$ cat src/rtl/mips_alu_pkg.sv
// Shared EX-stage ALU control codes and the multiply sequencer's state encoding.
package mips_alu_pkg;

    localparam logic [2:0] ALU_AND = 3'd0;
    localparam logic [2:0] ALU_OR  = 3'd1;
    localparam logic [2:0] ALU_ADD = 3'd2;
    localparam logic [2:0] ALU_SUB = 3'd6;
    localparam logic [2:0] ALU_SLT = 3'd7;

    localparam logic [2:0] ST_IDLE  = 3'd0;
    localparam logic [2:0] ST_ITER  = 3'd1;
    localparam logic [2:0] ST_DONE  = 3'd2;
    localparam logic [2:0] ST_FIX_A = 3'd3;
    localparam logic [2:0] ST_FIX_B = 3'd4;

endpackage

$ cat src/rtl/alu_mul_sequencer_if.sv
// Request/response bus of the multiply sequencer; mul_signed exists only with ALU_MUL_SIGNED_EN.
interface alu_mul_sequencer_if #(
    parameter int WIDTH = 32
);
    logic             start;
    logic [WIDTH-1:0] op_a;
    logic [WIDTH-1:0] op_b;
`ifdef ALU_MUL_SIGNED_EN
    logic             mul_signed;
`endif
    logic             busy;
    logic             done;
    logic [WIDTH-1:0] prod_hi;
    logic [WIDTH-1:0] prod_lo;

`ifdef ALU_MUL_SIGNED_EN
    modport master (output start, op_a, op_b, mul_signed, input busy, done, prod_hi, prod_lo);
    modport slave  (input start, op_a, op_b, mul_signed, output busy, done, prod_hi, prod_lo);
`else
    modport master (output start, op_a, op_b, input busy, done, prod_hi, prod_lo);
    modport slave  (input start, op_a, op_b, output busy, done, prod_hi, prod_lo);
`endif

endinterface

$ cat src/rtl/alu_mul_sequencer.sv
// Shift-add multiplier that borrows the shared EX-stage ALU; result lands in HI/LO.
// Define ALU_MUL_SIGNED_EN to add the mul_signed request bit and the FIX_A/FIX_B sign-fix states.
module alu_mul_sequencer
    import mips_alu_pkg::*;
#(
    parameter int WIDTH = 32,
    parameter int CNT_W = 6
) (
    input  logic             clk,
    input  logic             rst_n,
    alu_mul_sequencer_if.slave bus,
    output logic [WIDTH-1:0] alu_a,
    output logic [WIDTH-1:0] alu_b,
    output logic [2:0]       alu_ctrl,
    input  logic [WIDTH-1:0] alu_result,
    output logic             alu_own,
    output logic             stall
);

    localparam logic [CNT_W-1:0] LAST = CNT_W'(WIDTH - 1);

    logic [2:0]         state;
    logic [CNT_W-1:0]   cnt;
    logic [WIDTH-1:0]   mcand;
    logic [WIDTH-1:0]   hi;
    logic [WIDTH-1:0]   lo;
    logic [WIDTH-1:0]   prod_hi_q;
    logic [WIDTH-1:0]   prod_lo_q;
`ifdef ALU_MUL_SIGNED_EN
    logic               neg;
`endif

    logic               accept;
    logic               busy_i;
    logic [WIDTH-1:0]   sum;
    logic               carry;
    logic [2*WIDTH-1:0] shifted;
    logic [2*WIDTH-1:0] product;

    assign accept = bus.start && (state == ST_IDLE || state == ST_DONE);
    assign busy_i = (state != ST_IDLE) && (state != ST_DONE);

    // The ALU adds without a carry-out, so the carry is recovered from unsigned wrap-around.
    always_comb begin
        sum   = lo[0] ? alu_result : hi;
        carry = lo[0] && (alu_result < hi);
    end

    assign shifted = {carry, sum, lo[WIDTH-1:1]};
`ifdef ALU_MUL_SIGNED_EN
    assign product = neg ? -shifted : shifted;
`else
    assign product = shifted;
`endif

    // NOTE: every output of a combinational block gets a default first, so no path can infer a latch.
    always_comb begin
        alu_a    = '0;
        alu_b    = '0;
        alu_ctrl = '0;
        case (state)
            ST_ITER: begin
                alu_a    = hi;
                alu_b    = mcand;
                alu_ctrl = ALU_ADD;
            end
`ifdef ALU_MUL_SIGNED_EN
            ST_FIX_A: begin
                alu_b    = mcand;
                alu_ctrl = ALU_SUB;
            end
            ST_FIX_B: begin
                alu_b    = lo;
                alu_ctrl = ALU_SUB;
            end
`endif
            default: ;
        endcase
    end

    // NOTE: state registers use non-blocking assignments so every update sees the pre-edge values.
    always_ff @(posedge clk or negedge rst_n) begin
        if (!rst_n) begin
            state     <= ST_IDLE;
            cnt       <= '0;
            mcand     <= '0;
            hi        <= '0;
            lo        <= '0;
            prod_hi_q <= '0;
            prod_lo_q <= '0;
`ifdef ALU_MUL_SIGNED_EN
            neg       <= 1'b0;
`endif
        end else begin
            case (state)
                ST_IDLE, ST_DONE: begin
                    if (accept) begin
                        mcand <= bus.op_a;
                        hi    <= '0;
                        lo    <= bus.op_b;
                        cnt   <= '0;
`ifdef ALU_MUL_SIGNED_EN
                        neg   <= bus.mul_signed && (bus.op_a[WIDTH-1] ^ bus.op_b[WIDTH-1]);
                        state <= bus.mul_signed ? ST_FIX_A : ST_ITER;
`else
                        state <= ST_ITER;
`endif
                    end else begin
                        state <= ST_IDLE;
                    end
                end
                ST_ITER: begin
                    hi  <= shifted[2*WIDTH-1:WIDTH];
                    lo  <= shifted[WIDTH-1:0];
                    cnt <= cnt + CNT_W'(1);
                    if (cnt == LAST) begin
                        state     <= ST_DONE;
                        prod_hi_q <= product[2*WIDTH-1:WIDTH];
                        prod_lo_q <= product[WIDTH-1:0];
                    end
                end
`ifdef ALU_MUL_SIGNED_EN
                // Both fix states always run so signed latency does not depend on the operands.
                ST_FIX_A: begin
                    if (mcand[WIDTH-1]) mcand <= alu_result;
                    state <= ST_FIX_B;
                end
                ST_FIX_B: begin
                    if (lo[WIDTH-1]) lo <= alu_result;
                    state <= ST_ITER;
                end
`endif
                default: state <= ST_IDLE;
            endcase
        end
    end

    assign bus.busy    = busy_i;
    assign bus.done    = (state == ST_DONE);
    assign bus.prod_hi = prod_hi_q;
    assign bus.prod_lo = prod_lo_q;
    assign stall       = busy_i;
    assign alu_own     = busy_i;

endmodule

$ cat src/flat_wrapper.sv
// flat-port wrapper written by rule: the top's interface ports become plain ports
module alu_mul_sequencer_flat import mips_alu_pkg::*;
#(
    parameter int WIDTH = 32,
    parameter int CNT_W = 6
)
  (clk, rst_n, alu_a, alu_b, alu_ctrl, alu_result, alu_own, stall, bus_start, bus_op_a, bus_op_b, bus_busy, bus_done, bus_prod_hi, bus_prod_lo);
  alu_mul_sequencer_if #(.WIDTH(WIDTH)) bus_i ();
  input  logic clk;
  input  logic rst_n;
  output logic [WIDTH-1:0] alu_a;
  output logic [WIDTH-1:0] alu_b;
  output logic [2:0] alu_ctrl;
  input  logic [WIDTH-1:0] alu_result;
  output logic alu_own;
  output logic stall;
  input wire logic [$bits(bus_i.start)-1:0] bus_start;
  input wire logic [$bits(bus_i.op_a)-1:0] bus_op_a;
  input wire logic [$bits(bus_i.op_b)-1:0] bus_op_b;
  output wire logic [$bits(bus_i.busy)-1:0] bus_busy;
  output wire logic [$bits(bus_i.done)-1:0] bus_done;
  output wire logic [$bits(bus_i.prod_hi)-1:0] bus_prod_hi;
  output wire logic [$bits(bus_i.prod_lo)-1:0] bus_prod_lo;
  assign bus_i.start = bus_start;
  assign bus_i.op_a = bus_op_a;
  assign bus_i.op_b = bus_op_b;
  assign bus_busy = bus_i.busy;
  assign bus_done = bus_i.done;
  assign bus_prod_hi = bus_i.prod_hi;
  assign bus_prod_lo = bus_i.prod_lo;
  alu_mul_sequencer #(.WIDTH(WIDTH), .CNT_W(CNT_W)) u_core (.clk(clk), .rst_n(rst_n), .bus(bus_i), .alu_a(alu_a), .alu_b(alu_b), .alu_ctrl(alu_ctrl), .alu_result(alu_result), .alu_own(alu_own), .stall(stall));
endmodule
$ cat config.mk
export PLATFORM = sky130hd
export DESIGN_NAME = alu_mul_sequencer_flat
export DESIGN_NICKNAME = d
export VERILOG_FILES = /design/src/rtl/mips_alu_pkg.sv /design/src/rtl/alu_mul_sequencer_if.sv /design/src/rtl/alu_mul_sequencer.sv /design/src/flat_wrapper.sv
export SDC_FILE = /design/constraint.sdc
export NUM_CORES = 1
export LEC_CHECK = 0
export CORE_MARGIN = 2
export CORE_UTILIZATION = 48
export DETAILED_ROUTE_END_ITERATION = 8
export PLACE_DENSITY = 0.84
export SLEW_MARGIN = 20
export SYNTH_ARGS = -nofsm -noshare
export SYNTH_HDL_FRONTEND = slang
export SYNTH_SLANG_ARGS = --single-unit
$ cat constraint.sdc
create_clock -name clk -period 2.2 [get_ports clk]
set_input_delay 0.44 -clock clk [delete_from_list [all_inputs] [get_ports clk]]
set_output_delay 0.44 -clock clk [all_outputs]
set_load 0.01 [all_outputs]
=== After elaboration in Yosys (flattened, before gate mapping) ===
Cells that the tools add are included.

* Add/sub/neg operators: 1
* Reduce and logical (&&, ||, !) cells: 11
* Mux-type cells: 13
* Magnitude comparators: 1
* Equal/unequal tests: 6

{| class="wikitable"
|+ Operators by type and width
! operator !! count
|-
| 32-bit 2-to-1 mux || 5
|-
| 32-bit case mux with 2 select lines || 2
|-
| 32-bit < comparator || 1
|-
| 6-bit case mux with 2 select lines || 1
|-
| 6-bit by 1-bit adder with 6-bit output, second input constant || 1
|-
| 6-bit by 5-bit == test with 1-bit output, second input constant || 1
|-
| 6-bit 2-to-1 mux || 1
|-
| 3-bit case mux with 2 select lines || 1
|-
| 2-bit AND reduction || 3
|-
| 2-bit by 1-bit inequality test with 1-bit output, second input constant || 2
|-
| 3-bit by 1-bit == test with 1-bit output, second input constant || 1
|-
| 3-bit by 2-bit == test with 1-bit output, second input constant || 1
|-
| 1-bit logical AND || 3
|-
| 3-bit zero test || 1
|-
| 3-bit 2-to-1 mux || 1
|-
| 3-bit by 2-bit inequality test with 1-bit output, second input constant || 1
|-
| 3-bit nonzero test || 1
|-
| 2-bit 2-to-1 mux || 1
|-
| 2-bit nonzero test || 1
|-
| 2-bit OR reduction || 1
|-
| 1-bit logical OR || 1
|-
| 1-bit 2-to-1 mux || 1
|}

* Register bits after elaboration: 169
* Output and inout port bits: 135
* Input port bits: 99

=== Logic depth before layout (Yosys ltp) ===
* Word-level depth: 5
* Gate-level depth with buffers: 8
* Depth with buffers taken out: 8

=== Worst setup path before layout ===
No wires, ideal clock.

* Path kind: input -> register
* From: in alu_result[2]
* To: reg u_core.hi[31]
* Slack: 342 ps
* Data arrival time: 1,791 ps
* Library setup time: 67 ps
* Buffers on the path: 0
* Cell stages on the path: 7
* Cells stage by stage: ha_1 > a211o_1 > a31oi_1 > o311a_1 > nor3_1 > o311ai_1 > a32o_1

* Cells in the longest elaborated chain, start to end: 3

{| class="wikitable"
|+ RTL lines
! item !! RTL line !! RTL
|-
| start, declared || flat_wrapper.sv:14 || <nowiki>input logic [WIDTH-1:0] alu_result;</nowiki>
|-
| 32-bit < comparator || alu_mul_sequencer.sv:46 || <nowiki>carry = lo[0] && (alu_result < hi);</nowiki>
|-
| 1-bit logical AND || alu_mul_sequencer.sv:46 ||
|-
| 32-bit case mux with 2 select lines || alu_mul_sequencer.sv:95 || <nowiki>case (state)</nowiki>
|-
| end signal, assigned || alu_mul_sequencer.sv:113 || <nowiki>hi <= shifted[2*WIDTH-1:WIDTH];</nowiki>
|-
| end, declared || alu_mul_sequencer.sv:25 || <nowiki>logic [WIDTH-1:0] hi;</nowiki>
|}

No other way between the ends.
A chain may end at the register's enable or synchronous reset.

=== Worst setup path in the final report ===
* From: reg u_core.state[1]
* To: out alu_b[19]

* Cells in the longest elaborated chain, start to end: 2

{| class="wikitable"
|+ RTL lines
! item !! RTL line !! RTL
|-
| start, declared || alu_mul_sequencer.sv:22 || <nowiki>logic [2:0] state;</nowiki>
|-
| start signal, assigned || alu_mul_sequencer.sv:84 || <nowiki>state <= ST_IDLE;</nowiki>
|-
| start signal, assigned || alu_mul_sequencer.sv:106 || <nowiki>state <= ST_ITER;</nowiki>
|-
| start signal, assigned || alu_mul_sequencer.sv:109 || <nowiki>state <= ST_IDLE;</nowiki>
|-
| 3-bit by 1-bit == test with 1-bit output || alu_mul_sequencer.sv:61 || <nowiki>case (state)</nowiki>
|-
| 32-bit 2-to-1 mux || alu_mul_sequencer.sv:61 ||
|-
| end, declared || flat_wrapper.sv:12 || <nowiki>output logic [WIDTH-1:0] alu_b;</nowiki>
|}

No other way between the ends.

==> results.sh <==
export IMPL_outcome="finished, final reports clean"
export IMPL_fp_dieW_um=132
export IMPL_viasPerCell=5.27
export IMPL_synthArstFlopShare_pct=100
export IMPL_die_area_um2=17300
export IMPL_cts_sinks=168
export IMPL_reg2reg_depth=8
export IMPL_cts_root_buffer="clkbuf_16"
export IMPL_netlist_instances=803
export IMPL_overflow=0
export IMPL_drive_above_1_share_pct=12.2
export IMPL_skew_ns=0.00680
export IMPL_numCtsBuffers=17
export IMPL_dpl_cell_area_um2=10500
export IMPL_fin_ws_ns=0.0771
export IMPL_worstHoldStart="u_core.mcand[31]"
export IMPL_setup_viol=0
export IMPL_critPathLaunchType="register"
export IMPL_insertion_delay_ns=0.42
export IMPL_grt_pass1_vias=6668
export IMPL_ys_flop_type="dfrtp_1"
export IMPL_cts_tree="yes"
export IMPL_clockBufferDepth=2
export IMPL_path_class="reg -> out"
export IMPL_syn_area_um2=7820
export IMPL_numPortBuffers=231
export IMPL_holdWs_ns=0.468
export IMPL_dp_cells=1230
export IMPL_dr_first_iter_drc_count=323
export IMPL_hpwl_um=14600
export IMPL_slew_headroom_pct=30.0
export IMPL_place_congestion=0.852
export IMPL_grt_pass1_wl_um=33900
export IMPL_max_freq_mhz=471
export IMPL_required_ns=1.76
export IMPL_syn_to_final_growth_pct=40.9
export IMPL_yosysTopAreaCell="dfrtp_1"
export IMPL_final_nets=1169
export IMPL_antenna_cells=0
export IMPL_wl_um=21000
export IMPL_pin_count=234
export IMPL_worstReg2RegEnd="u_core.hi[31]"
export IMPL_crit_arrival_ns=1.68
export IMPL_synth_edf_count=0
export IMPL_grtUsageTotal_pct=24.6
export IMPL_start_util_pct=49.2
export IMPL_wire_per_inst_um=16.6
export IMPL_num_rows=46
export IMPL_ys_seq_elements=168
export IMPL_yosysSeqAreaShare_pct=53.8
export IMPL_hp_class="reg -> reg"
export IMPL_synth_area_leaders="dfrtp_1 (54%), nand2_1 (9.6%), ha_1 (5.1%)"
export IMPL_hold_viol=0
export IMPL_leakagePower_nw=5.17
export IMPL_ir_drop_mv=0.611
export IMPL_final_max_slew_violation_count=0
export IMPL_drc_errors=0
export IMPL_fill_cells=1236
export IMPL_p_per_area_nw_per_um2=1120
export IMPL_hold_end="u_core.mcand[31]"
export IMPL_ys_types=40
export IMPL_reg2reg_slack_ns=0.15
export IMPL_holdPathStages=2
export IMPL_worst_pin_slew_ns=1.05
export IMPL_stdcell_area_um2=11000
export IMPL_ant_nets=0
export IMPL_end_kind="primary output"
export IMPL_die_h_um=132
export IMPL_stdcell_count=1267
export IMPL_rsz0062_at_grt="false"
export IMPL_ys_warn_count=0
export IMPL_post_route_period_util_pct=96.5
export IMPL_cp_max_fo=18
export IMPL_synth_top_area_share_pct=53.8
export IMPL_clk_pin_slew_ns=0.06
export IMPL_htreeDepth=4
export IMPL_vias=6677
export IMPL_r2r_start="u_core.hi[2]"
export IMPL_avgSynthCellArea_um2=9.74
export IMPL_layout_min_cycle_time_ns=2.12
export IMPL_grt_antenna_before_repair=0
export IMPL_pre_cts_ws_ns=-0.281
export IMPL_grt_max_degree=65
export IMPL_detail_route_first_pass_iterations=5
export IMPL_cap_violations=0
export IMPL_placeableCoreArea_um2=15900
export IMPL_post_route_util_pct=69.4
==> critical path, cell delays in order (launching register included) <==
cell and delay [ns]:
dfrtp_1 0.38, nand2b_4 0.18, inv_4 0.09, buf_12 0.11, buf_12 0.13, and2_1 0.13
clkdlybuf4s15_1 0.25
==> Yosys cell counts, types with 2 or more instances <==
cell type	n
o21ai_0	43
ha_1	32
nand4_1	7
dfrtp_1	168
inv_1	31
buf_2	8
mux2_2	29
nand3_1	4
a21oi_1	45
clkbuf_1	26
mux2i_1	32
mux2_1	2
a22oi_1	32
nor2b_1	4
nor3_1	2
buf_4	10
nand2b_1	2
buf_1	3
buf_6	4
a21o_1	2
nand2_1	199
nor2_1	68
and2_1	33
==> final cells by class <==
cell class,instances,area (um2),area share (%)
Sequential cell,168,4210,38.2
Multi-Input combinational cell,554,3260,29.6
Timing Repair Buffer,265,2550,23.2
Clock buffer,20,457,4.14
Tap cell,216,270,2.45
Clock inverter,12,150,1.36
Inverter,32,123,1.11
==> how the worst max path moves through the flow <==
stage	depth (start not counted)	slack [ns]	start	to
final	6	0.08	u_core.state[1]	alu_b[19]
after global routing	6	0.001	u_core.state[1]	alu_b[2]
after CTS	6	0.004	u_core.state[1]	alu_b[22]
after detailed placement	8	-0.28	alu_result[2]	u_core.hi[31]
after global placement	8	-0.20	alu_result[2]	u_core.hi[31]
after floorplan	7	0.34	alu_result[2]	u_core.hi[31]
==> placed cells by master, fill, tap and decap left out, types with 3 or more instances in the layout <==
cell,n
nand2_1,199
dfrtp_1,167
clkdlybuf4s50_1,165
nor2_1,66
a21oi_1,45
o21ai_0,43
and2_1,33
dlygate4sd2_1,33
mux2i_1,32
a22oi_1,32
ha_1,32
inv_1,31
mux2_2,29
clkbuf_2,25
buf_4,23
clkbuf_16,17
buf_12,8
nand4_1,7
clkdlybuf4s15_1,7
clkinv_2,5
nand3_1,4
clkinv_4,4
nor2b_1,3
bufinv_16,3
==> cells by family after synthesis <==
logic type	share of synthesized area, %
DFF	53.8
AOI/OAI and AO/OA	9.97
and+or+nand+nor	17.6
adders and majority gates	5.12
buffers and inverters	4.98
other	0.0480
muxes	8.56
==> flip-flops by register name (all words and copies together), names as in the netlist <==
register            cells
u_core.bus.prod_hi     32
u_core.bus.prod_lo     32
u_core.hi              32
u_core.lo              32
u_core.mcand           32
u_core.cnt              6
u_core.state            2
==> power breakdown <==
group	internal [mW]	leakage, nW	switching, mW
clock	1.84	0.303	1.21
sequential	4.06	2.03	0.739
combinational	2.19	2.84	2.27
total	8.09	5.17	4.22
==> what timing repair did <==
item / 4_1_cts / 5_1_grt
resized for setup: 83 / 45
setup endpoints to repair: 65 / 66
gates cloned: 2 / 1
pin swaps: 0 / 2
hold buffers: 1 / 0
endpoints found under the hold margin: 1 / 0
buffers inserted: 1 / 0
==> metal layers <==
metal / routed length (um) / global-route usage [%]
met5: 0 / 0
met4: 540 / 9.00
met3: 1740 / 7.41
met2: 10100 / 40.3
met1: 8580 / 30.8
==> per-stage QoR <==
stage | setup TNS [ns] | total power [mW]
after global routing | 0 | 13.1
after floorplan | 0 | 7.18
after CTS | 0 | 12.4
final | 0 | 12.3
after global placement | -3.46 | 9.41
after detailed placement | -3.52 | 9.58
Power figures use the tool's default switching activity.
